$ cat src/rtl/cpu_sequencer_pkg.sv
// cpu_sequencer_pkg: opcode/ALU encodings, FSM state codes and instruction fields.
// Rev 1.0
`default_nettype none

package cpu_sequencer_pkg;

  localparam logic [3:0] OP_NOP = 4'h0;
  localparam logic [3:0] OP_ADD = 4'h1;
  localparam logic [3:0] OP_SUB = 4'h2;
  localparam logic [3:0] OP_AND = 4'h3;
  localparam logic [3:0] OP_OR  = 4'h4;
  localparam logic [3:0] OP_XOR = 4'h5;
  localparam logic [3:0] OP_MOV = 4'h6;
  localparam logic [3:0] OP_CND = 4'h7;
  localparam logic [3:0] OP_HLT = 4'hF;

  localparam logic [3:0] ALU_NOP = 4'h0;
  localparam logic [3:0] ALU_ADD = 4'h1;
  localparam logic [3:0] ALU_SUB = 4'h2;
  localparam logic [3:0] ALU_AND = 4'h3;
  localparam logic [3:0] ALU_OR  = 4'h4;
  localparam logic [3:0] ALU_XOR = 4'h5;
  localparam logic [3:0] ALU_MOV = 4'h6;
  localparam logic [3:0] ALU_CMP = 4'h7;

  localparam logic [2:0] ST_IDLE   = 3'd0;
  localparam logic [2:0] ST_FETCH  = 3'd1;
  localparam logic [2:0] ST_DECODE = 3'd2;
  localparam logic [2:0] ST_EXEC   = 3'd3;
  localparam logic [2:0] ST_WB     = 3'd4;
  localparam logic [2:0] ST_HALT   = 3'd5;

  localparam int OPC_MSB = 15;
  localparam int OPC_LSB = 12;
  localparam int RD_MSB  = 11;
  localparam int RD_LSB  = 8;
  localparam int RS_MSB  = 7;
  localparam int RS_LSB  = 4;

  typedef struct packed {
    logic [3:0] alu_op;
    logic       writes_rd;
    logic       is_cnd;
    logic       is_hlt;
  } dec_t;

endpackage

`default_nettype wire

$ cat src/rtl/cpu_sequencer_if.sv
// cpu_sequencer_if: instruction-fetch, decode and status signals of the sequencer.
// Rev 1.0
`default_nettype none

interface cpu_sequencer_if #(
  parameter int ADDR_W = 8
);
  logic              run;
  logic              imem_req;
  logic [ADDR_W-1:0] imem_addr;
  logic              imem_ack;
  logic [15:0]       imem_data;
  logic [3:0]        alu_op;
  logic [3:0]        rf_ra;
  logic [3:0]        rf_rb;
  logic [3:0]        rf_wa;
  logic              rf_we;
  logic              alu_z;
  logic [ADDR_W-1:0] pc;
  logic              busy;
  logic              halted;

  modport master (
    input  run, imem_ack, imem_data, alu_z,
    output imem_req, imem_addr, alu_op, rf_ra, rf_rb, rf_wa, rf_we, pc, busy, halted
  );

  modport slave (
    output run, imem_ack, imem_data, alu_z,
    input  imem_req, imem_addr, alu_op, rf_ra, rf_rb, rf_wa, rf_we, pc, busy, halted
  );
endinterface

`default_nettype wire

$ cat src/rtl/cpu_sequencer_op_decode.sv
// op_decode: combinational opcode decoder producing the ALU op and control flags.
// Rev 1.0
`default_nettype none

module op_decode
  import cpu_sequencer_pkg::*;
(
  input  logic [3:0] opcode,
  output dec_t       dec
);

  always_comb begin
    dec = '{alu_op: ALU_NOP, writes_rd: 1'b0, is_cnd: 1'b0, is_hlt: 1'b0};
    case (opcode)
      OP_NOP: dec.alu_op = ALU_NOP;
      OP_ADD: begin dec.alu_op = ALU_ADD; dec.writes_rd = 1'b1; end
      OP_SUB: begin dec.alu_op = ALU_SUB; dec.writes_rd = 1'b1; end
      OP_AND: begin dec.alu_op = ALU_AND; dec.writes_rd = 1'b1; end
      OP_OR:  begin dec.alu_op = ALU_OR;  dec.writes_rd = 1'b1; end
      OP_XOR: begin dec.alu_op = ALU_XOR; dec.writes_rd = 1'b1; end
      OP_MOV: begin dec.alu_op = ALU_MOV; dec.writes_rd = 1'b1; end
      OP_CND: begin dec.alu_op = ALU_CMP; dec.is_cnd = 1'b1; end
      OP_HLT: dec.is_hlt = 1'b1;
      // Undefined opcodes behave as NOP and still advance the PC.
      default: dec.alu_op = ALU_NOP;
    endcase
  end

endmodule

`default_nettype wire

$ cat src/rtl/cpu_sequencer.sv
// cpu_sequencer: multi-cycle FETCH/DECODE/EXEC/WB sequencer owning the PC, IR and halt state.
// Rev 1.0
`default_nettype none

module cpu_sequencer
  import cpu_sequencer_pkg::*;
#(
  parameter int              ADDR_W   = 8,
  parameter logic [ADDR_W-1:0] RESET_PC = '0
) (
  input  logic              clk,
  input  logic              rst_n,
  cpu_sequencer_if.master   bus
);

  logic [2:0]        r_state;
  logic [2:0]        w_state_nxt;
  logic [ADDR_W-1:0] r_pc;
  logic [ADDR_W-1:0] w_pc_step;
  logic [15:0]       r_ir;
  logic              r_z;
  logic              w_exec_or_wb;
  logic              w_unused_ir;
  dec_t              w_dec;

  op_decode u_op_decode (
    .opcode (r_ir[OPC_MSB:OPC_LSB]),
    .dec    (w_dec)
  );

  always_comb begin
    w_state_nxt = r_state;
    case (r_state)
      ST_IDLE:   if (bus.run) w_state_nxt = ST_FETCH;
      ST_FETCH:  if (bus.imem_ack) w_state_nxt = ST_DECODE;
      ST_DECODE: w_state_nxt = w_dec.is_hlt ? ST_HALT : ST_EXEC;
      ST_EXEC:   w_state_nxt = ST_WB;
      ST_WB:     w_state_nxt = bus.run ? ST_FETCH : ST_IDLE;
      ST_HALT:   w_state_nxt = ST_HALT;
      default:   w_state_nxt = ST_IDLE;
    endcase
  end

  // A taken conditional skips the following instruction.
  assign w_pc_step = (w_dec.is_cnd && r_z) ? ADDR_W'(2) : ADDR_W'(1);

  always_ff @(posedge clk or negedge rst_n) begin
    if (!rst_n) begin
      r_state <= ST_IDLE;
      r_pc    <= RESET_PC;
      r_ir    <= '0;
      r_z     <= 1'b0;
    end else begin
      r_state <= w_state_nxt;
      if (r_state == ST_FETCH && bus.imem_ack)
        r_ir <= bus.imem_data;
      if (r_state == ST_EXEC)
        r_z <= bus.alu_z;
      if (r_state == ST_WB)
        r_pc <= r_pc + w_pc_step;
    end
  end

  assign w_exec_or_wb  = (r_state == ST_EXEC) || (r_state == ST_WB);
  assign w_unused_ir   = ^r_ir[3:0];

  assign bus.imem_req  = (r_state == ST_FETCH);
  assign bus.imem_addr = r_pc;
  assign bus.pc        = r_pc;
  assign bus.alu_op    = w_exec_or_wb ? w_dec.alu_op : ALU_NOP;
  assign bus.rf_ra     = r_ir[RD_MSB:RD_LSB];
  assign bus.rf_rb     = r_ir[RS_MSB:RS_LSB];
  assign bus.rf_wa     = r_ir[RD_MSB:RD_LSB];
  assign bus.rf_we     = (r_state == ST_WB) && w_dec.writes_rd;
  assign bus.busy      = (r_state != ST_IDLE) && (r_state != ST_HALT);
  assign bus.halted    = (r_state == ST_HALT);

endmodule

`default_nettype wire

$ cat src/flat_wrapper.sv
// flat-port wrapper written by rule: the top's interface ports become plain ports
module cpu_sequencer_flat import cpu_sequencer_pkg::*;
#(
  parameter int              ADDR_W   = 8,
  parameter logic [ADDR_W-1:0] RESET_PC = '0
)
  (clk, rst_n, bus_run, bus_imem_ack, bus_imem_data, bus_alu_z, bus_imem_req, bus_imem_addr, bus_alu_op, bus_rf_ra, bus_rf_rb, bus_rf_wa, bus_rf_we, bus_pc, bus_busy, bus_halted);
  cpu_sequencer_if #(.ADDR_W(ADDR_W)) bus_i ();
  input  logic clk;
  input  logic rst_n;
  input wire logic [$bits(bus_i.run)-1:0] bus_run;
  input wire logic [$bits(bus_i.imem_ack)-1:0] bus_imem_ack;
  input wire logic [$bits(bus_i.imem_data)-1:0] bus_imem_data;
  input wire logic [$bits(bus_i.alu_z)-1:0] bus_alu_z;
  output wire logic [$bits(bus_i.imem_req)-1:0] bus_imem_req;
  output wire logic [$bits(bus_i.imem_addr)-1:0] bus_imem_addr;
  output wire logic [$bits(bus_i.alu_op)-1:0] bus_alu_op;
  output wire logic [$bits(bus_i.rf_ra)-1:0] bus_rf_ra;
  output wire logic [$bits(bus_i.rf_rb)-1:0] bus_rf_rb;
  output wire logic [$bits(bus_i.rf_wa)-1:0] bus_rf_wa;
  output wire logic [$bits(bus_i.rf_we)-1:0] bus_rf_we;
  output wire logic [$bits(bus_i.pc)-1:0] bus_pc;
  output wire logic [$bits(bus_i.busy)-1:0] bus_busy;
  output wire logic [$bits(bus_i.halted)-1:0] bus_halted;
  assign bus_i.run = bus_run;
  assign bus_i.imem_ack = bus_imem_ack;
  assign bus_i.imem_data = bus_imem_data;
  assign bus_i.alu_z = bus_alu_z;
  assign bus_imem_req = bus_i.imem_req;
  assign bus_imem_addr = bus_i.imem_addr;
  assign bus_alu_op = bus_i.alu_op;
  assign bus_rf_ra = bus_i.rf_ra;
  assign bus_rf_rb = bus_i.rf_rb;
  assign bus_rf_wa = bus_i.rf_wa;
  assign bus_rf_we = bus_i.rf_we;
  assign bus_pc = bus_i.pc;
  assign bus_busy = bus_i.busy;
  assign bus_halted = bus_i.halted;
  cpu_sequencer #(.ADDR_W(ADDR_W), .RESET_PC(RESET_PC)) u_core (.clk(clk), .rst_n(rst_n), .bus(bus_i));
endmodule
$ cat config.mk
export PLATFORM = sky130hd
export DESIGN_NAME = cpu_sequencer_flat
export DESIGN_NICKNAME = d
export VERILOG_FILES = /design/src/rtl/cpu_sequencer_pkg.sv /design/src/rtl/cpu_sequencer_if.sv /design/src/rtl/cpu_sequencer_op_decode.sv /design/src/rtl/cpu_sequencer.sv /design/src/flat_wrapper.sv
export SDC_FILE = /design/constraint.sdc
export NUM_CORES = 1
export LEC_CHECK = 0
export ABC_AREA = 1
export BUFFER_PORTS_ARGS = -buffer_cell sky130_fd_sc_hd__buf_2
export CELL_PAD_IN_SITES_DETAIL_PLACEMENT = 0
export CELL_PAD_IN_SITES_GLOBAL_PLACEMENT = 1
export CORE_UTILIZATION = 30
export DETAILED_ROUTE_END_ITERATION = 7
export PLACE_DENSITY = 0.78
export SYNTH_ARGS = -nofsm -noshare
export SYNTH_HDL_FRONTEND = slang
export SYNTH_HIERARCHICAL = 1
export SYNTH_SLANG_ARGS = --single-unit
$ cat constraint.sdc
create_clock -name clk -period 1.7 [get_ports clk]
set_input_delay 0.085 -clock clk [delete_from_list [all_inputs] [get_ports clk]]
set_output_delay 0.085 -clock clk [all_outputs]
set_load 0.005 [all_outputs]
==> out/results.ini <==
[sta]
period_share_pct=94.2
fmax_mhz=625
rsz0062_at_grt=yes
skew_ps=6.38
slew_violations=0
fin_crit_ps=1600
fin_hold_ws_ps=16.8
hold_violations=0
maxSlewHeadroom_pct=63.7
tightest_slew_ps=544
setup_violations=0

[place]
placed_area_um2=1590
port_buffers=51
dp_hpwl_um=2040
post-place-cells=271
place_congestion=0.747

[logic_synthesis]
synth_area_per_cell_um2=7.57
yosysSeqAreaShare_pct=42.4
yosys_register_bits=24
synth_fp_nets=211
ys.flop_type=dfrtp_1
yosysUniqueCellTypes=26
netlist_instances=187
yosysWarnings=6
netlist_area_um2=1420
synth-edff-count=0
synthArstFlopShare_pct=100

[detailed_routing]
drt-initial-drc-count=60
ant_nets=0
highest_layer=met4
wl_um=2750
wl_met3_um=179
via_per_inst=4.37
wl_met1_um=1310
dr_total_vias=1215
drt-pass1-iter-count=5
wl_met2_um=1240
remaining_drc_errors=6
wl_per_cell_um=9.88

[min_path]
hp-class=primary input to flop

[power]
p_int_mw=1.60
clkPwrFrac_pct=19.5
ir_worst_vdd_mv=0.727
comb_power_share_pct=43.0
finalPower_mw=2.60
swShare_pct=38.3
p_switching_uw=996
leakage_nw=0.983
seq_power_share_pct=37.4
powerDensity_nw_per_um2=1510

[critical_path]
worstSetupStartpointType=flop
end_kind=flop
timing.reg2reg.setup_slack_ps=100
path_max_fanout=2
criticalPathCategory=flop to flop
arrival_ps=1760
required_ps=1860

[floorplanning]
io_pins=57
dieArea_um2=5000
start_util_pct=31.9
fp.dieH_um=70.7
core_um2=4440
die_width_um=70.7
fp-row-count=24

[global_routing]
grt_util_all_layers_pct=12.2
grt_pass1_wl_um=5000
grt_overflow=0
grt_pass1_vias=1176
grt_max_degree=25
antenna_found_initial=0

[final_layout]
antenna_cells=0
final_cells=278
fin_util_pct=38.6
nets=251
drive_gt1_share_pct=33.6
fin_area_um2=1720
syn2layout_area_growth_pct=21.2

[clocking]
root_buffer=clkbuf_8
clk_path_buf_depth=2
cts_tree=built
clock_latency_ps=270
path_clk_slew_ps=90
cts_buffers=3
cts-htree-levels=1
cts.sinks=24

[run_status]
violations=design-rule violations
status=complete, but fails checks

[flow_run]
cap_violations=0

stage by stage:
stage	TNS, ps	setup slack, ps
global route	-65.1	-32.8
detailed placement	-5.14	-3.28
finish	0	99.4
floorplan	0	72.4
global placement	0	42.5
CTS	-3.32	-3.32
cell usage in the layout (no fill, tap or decap), types with 2 or more instances in the layout:
cell type / instances
nand2_1: 54
buf_2: 51
dfrtp_1: 24
inv_1: 21
nand3_1: 17
nor2_1: 16
buf_4: 7
clkbuf_8: 3
a21oi_1: 3
nand2_2: 3
o21ai_0: 3
inv_2: 2
nor2_2: 2
nor2_4: 2
nand3b_1: 2
nand4_1: 2
nor3_2: 2
Yosys cell counts, types with 2 or more instances:
cell / number / area, um2
nand3_1: 17 / 85.1
nand4_1: 2 / 12.5
nor2_2: 3 / 18.8
nor2_1: 17 / 63.8
nand2_1: 56 / 210
buf_4: 22 / 165
inv_1: 21 / 78.8
dfrtp_1: 24 / 601
o21ai_0: 3 / 15.0
inv_2: 2 / 7.51
nand3b_1: 2 / 15.0
ha_1: 2 / 25.0
a21oi_1: 3 / 15.0
power groups by stage:
stage	logic (mW)	clock network, mW	registers, mW
floorplan	0.862	0	0.965
global placement	1.06	0	0.973
detailed placement	1.07	0	0.980
CTS	1.11	0.522	0.966
global route	1.31	0.547	1.01
finish	1.12	0.507	0.973
registers in the layout (all words and copies together) (netlist names):
register and cells:
u_core/bus.imem_addr 8, u_core/r_ir 12, u_core/r_state 3, u_core/r_z 1
what timing repair did:
item	CTS	global route
endpoints found under the setup margin	2	10
hold endpoints to repair	24	0
hold buffers	1	0
gates resized for setup	0	8
pin swaps	0	1
setup buffers	2	0
path summary, 6_finish.rpt:
check / cells after the start / startpoint / to
worst max register to register: 8 / u_core/r_ir[15]$_DFFE_PN0P_ / u_core/bus.imem_addr[6]$_DFFE_PN0N_
max in group asynchronous: 2 / rst_n / u_core/bus.imem_addr[3]$_DFFE_PN0N_
worst max-delay path: 8 / u_core/r_ir[15]$_DFFE_PN0P_ / u_core/bus.imem_addr[6]$_DFFE_PN0N_
min in group asynchronous: 2 / rst_n / u_core/r_ir[13]$_DFFE_PN0P_
worst min register to register: 2 / u_core/r_ir[6]$_DFFE_PN0P_ / u_core/r_ir[6]$_DFFE_PN0P_
worst min-delay path: 3 / bus_alu_z / u_core/r_z$_DFFE_PN0P_
critical path, cell delays in order, from the launching register on:
cell     delay, ps
dfrtp_1        400
nor3_2         180
nand2_1        100
ha_2           200
fa_2           350
nand3_1        120
nor2_1          50
nand2_1         50
nand2_1         50
cell families after synthesis:
family / Yosys count / share of synthesized area [%]
compound gates: 9 / 3.53
xor+xnor: 2 / 1.24
fa+ha+maj: 3 / 3.18
buf+inv: 48 / 19.3
flops: 24 / 42.4
other cells: 1 / 0.265
simple gates: 100 / 30.1
final cells by class:
cell class	instances	area, um2
Clock buffer	3	41.3
Inverter	24	91.3
Clock inverter	1	30.0
Fill cell	486	2730
Sequential cell	24	601
Tap cell	52	65.1
Multi-Input combinational cell	115	571
Timing Repair Buffer	59	318
routing by layer:
layer | up-vias | track usage, %
li1 | 629 | -
met1 | 542 | 15.0
met2 | 42 | 21.8
met3 | 2 | 3.42
met4 | 0 | 2.00
met5 | - | 0
Note: power is estimated with default switching activity, not from simulation.
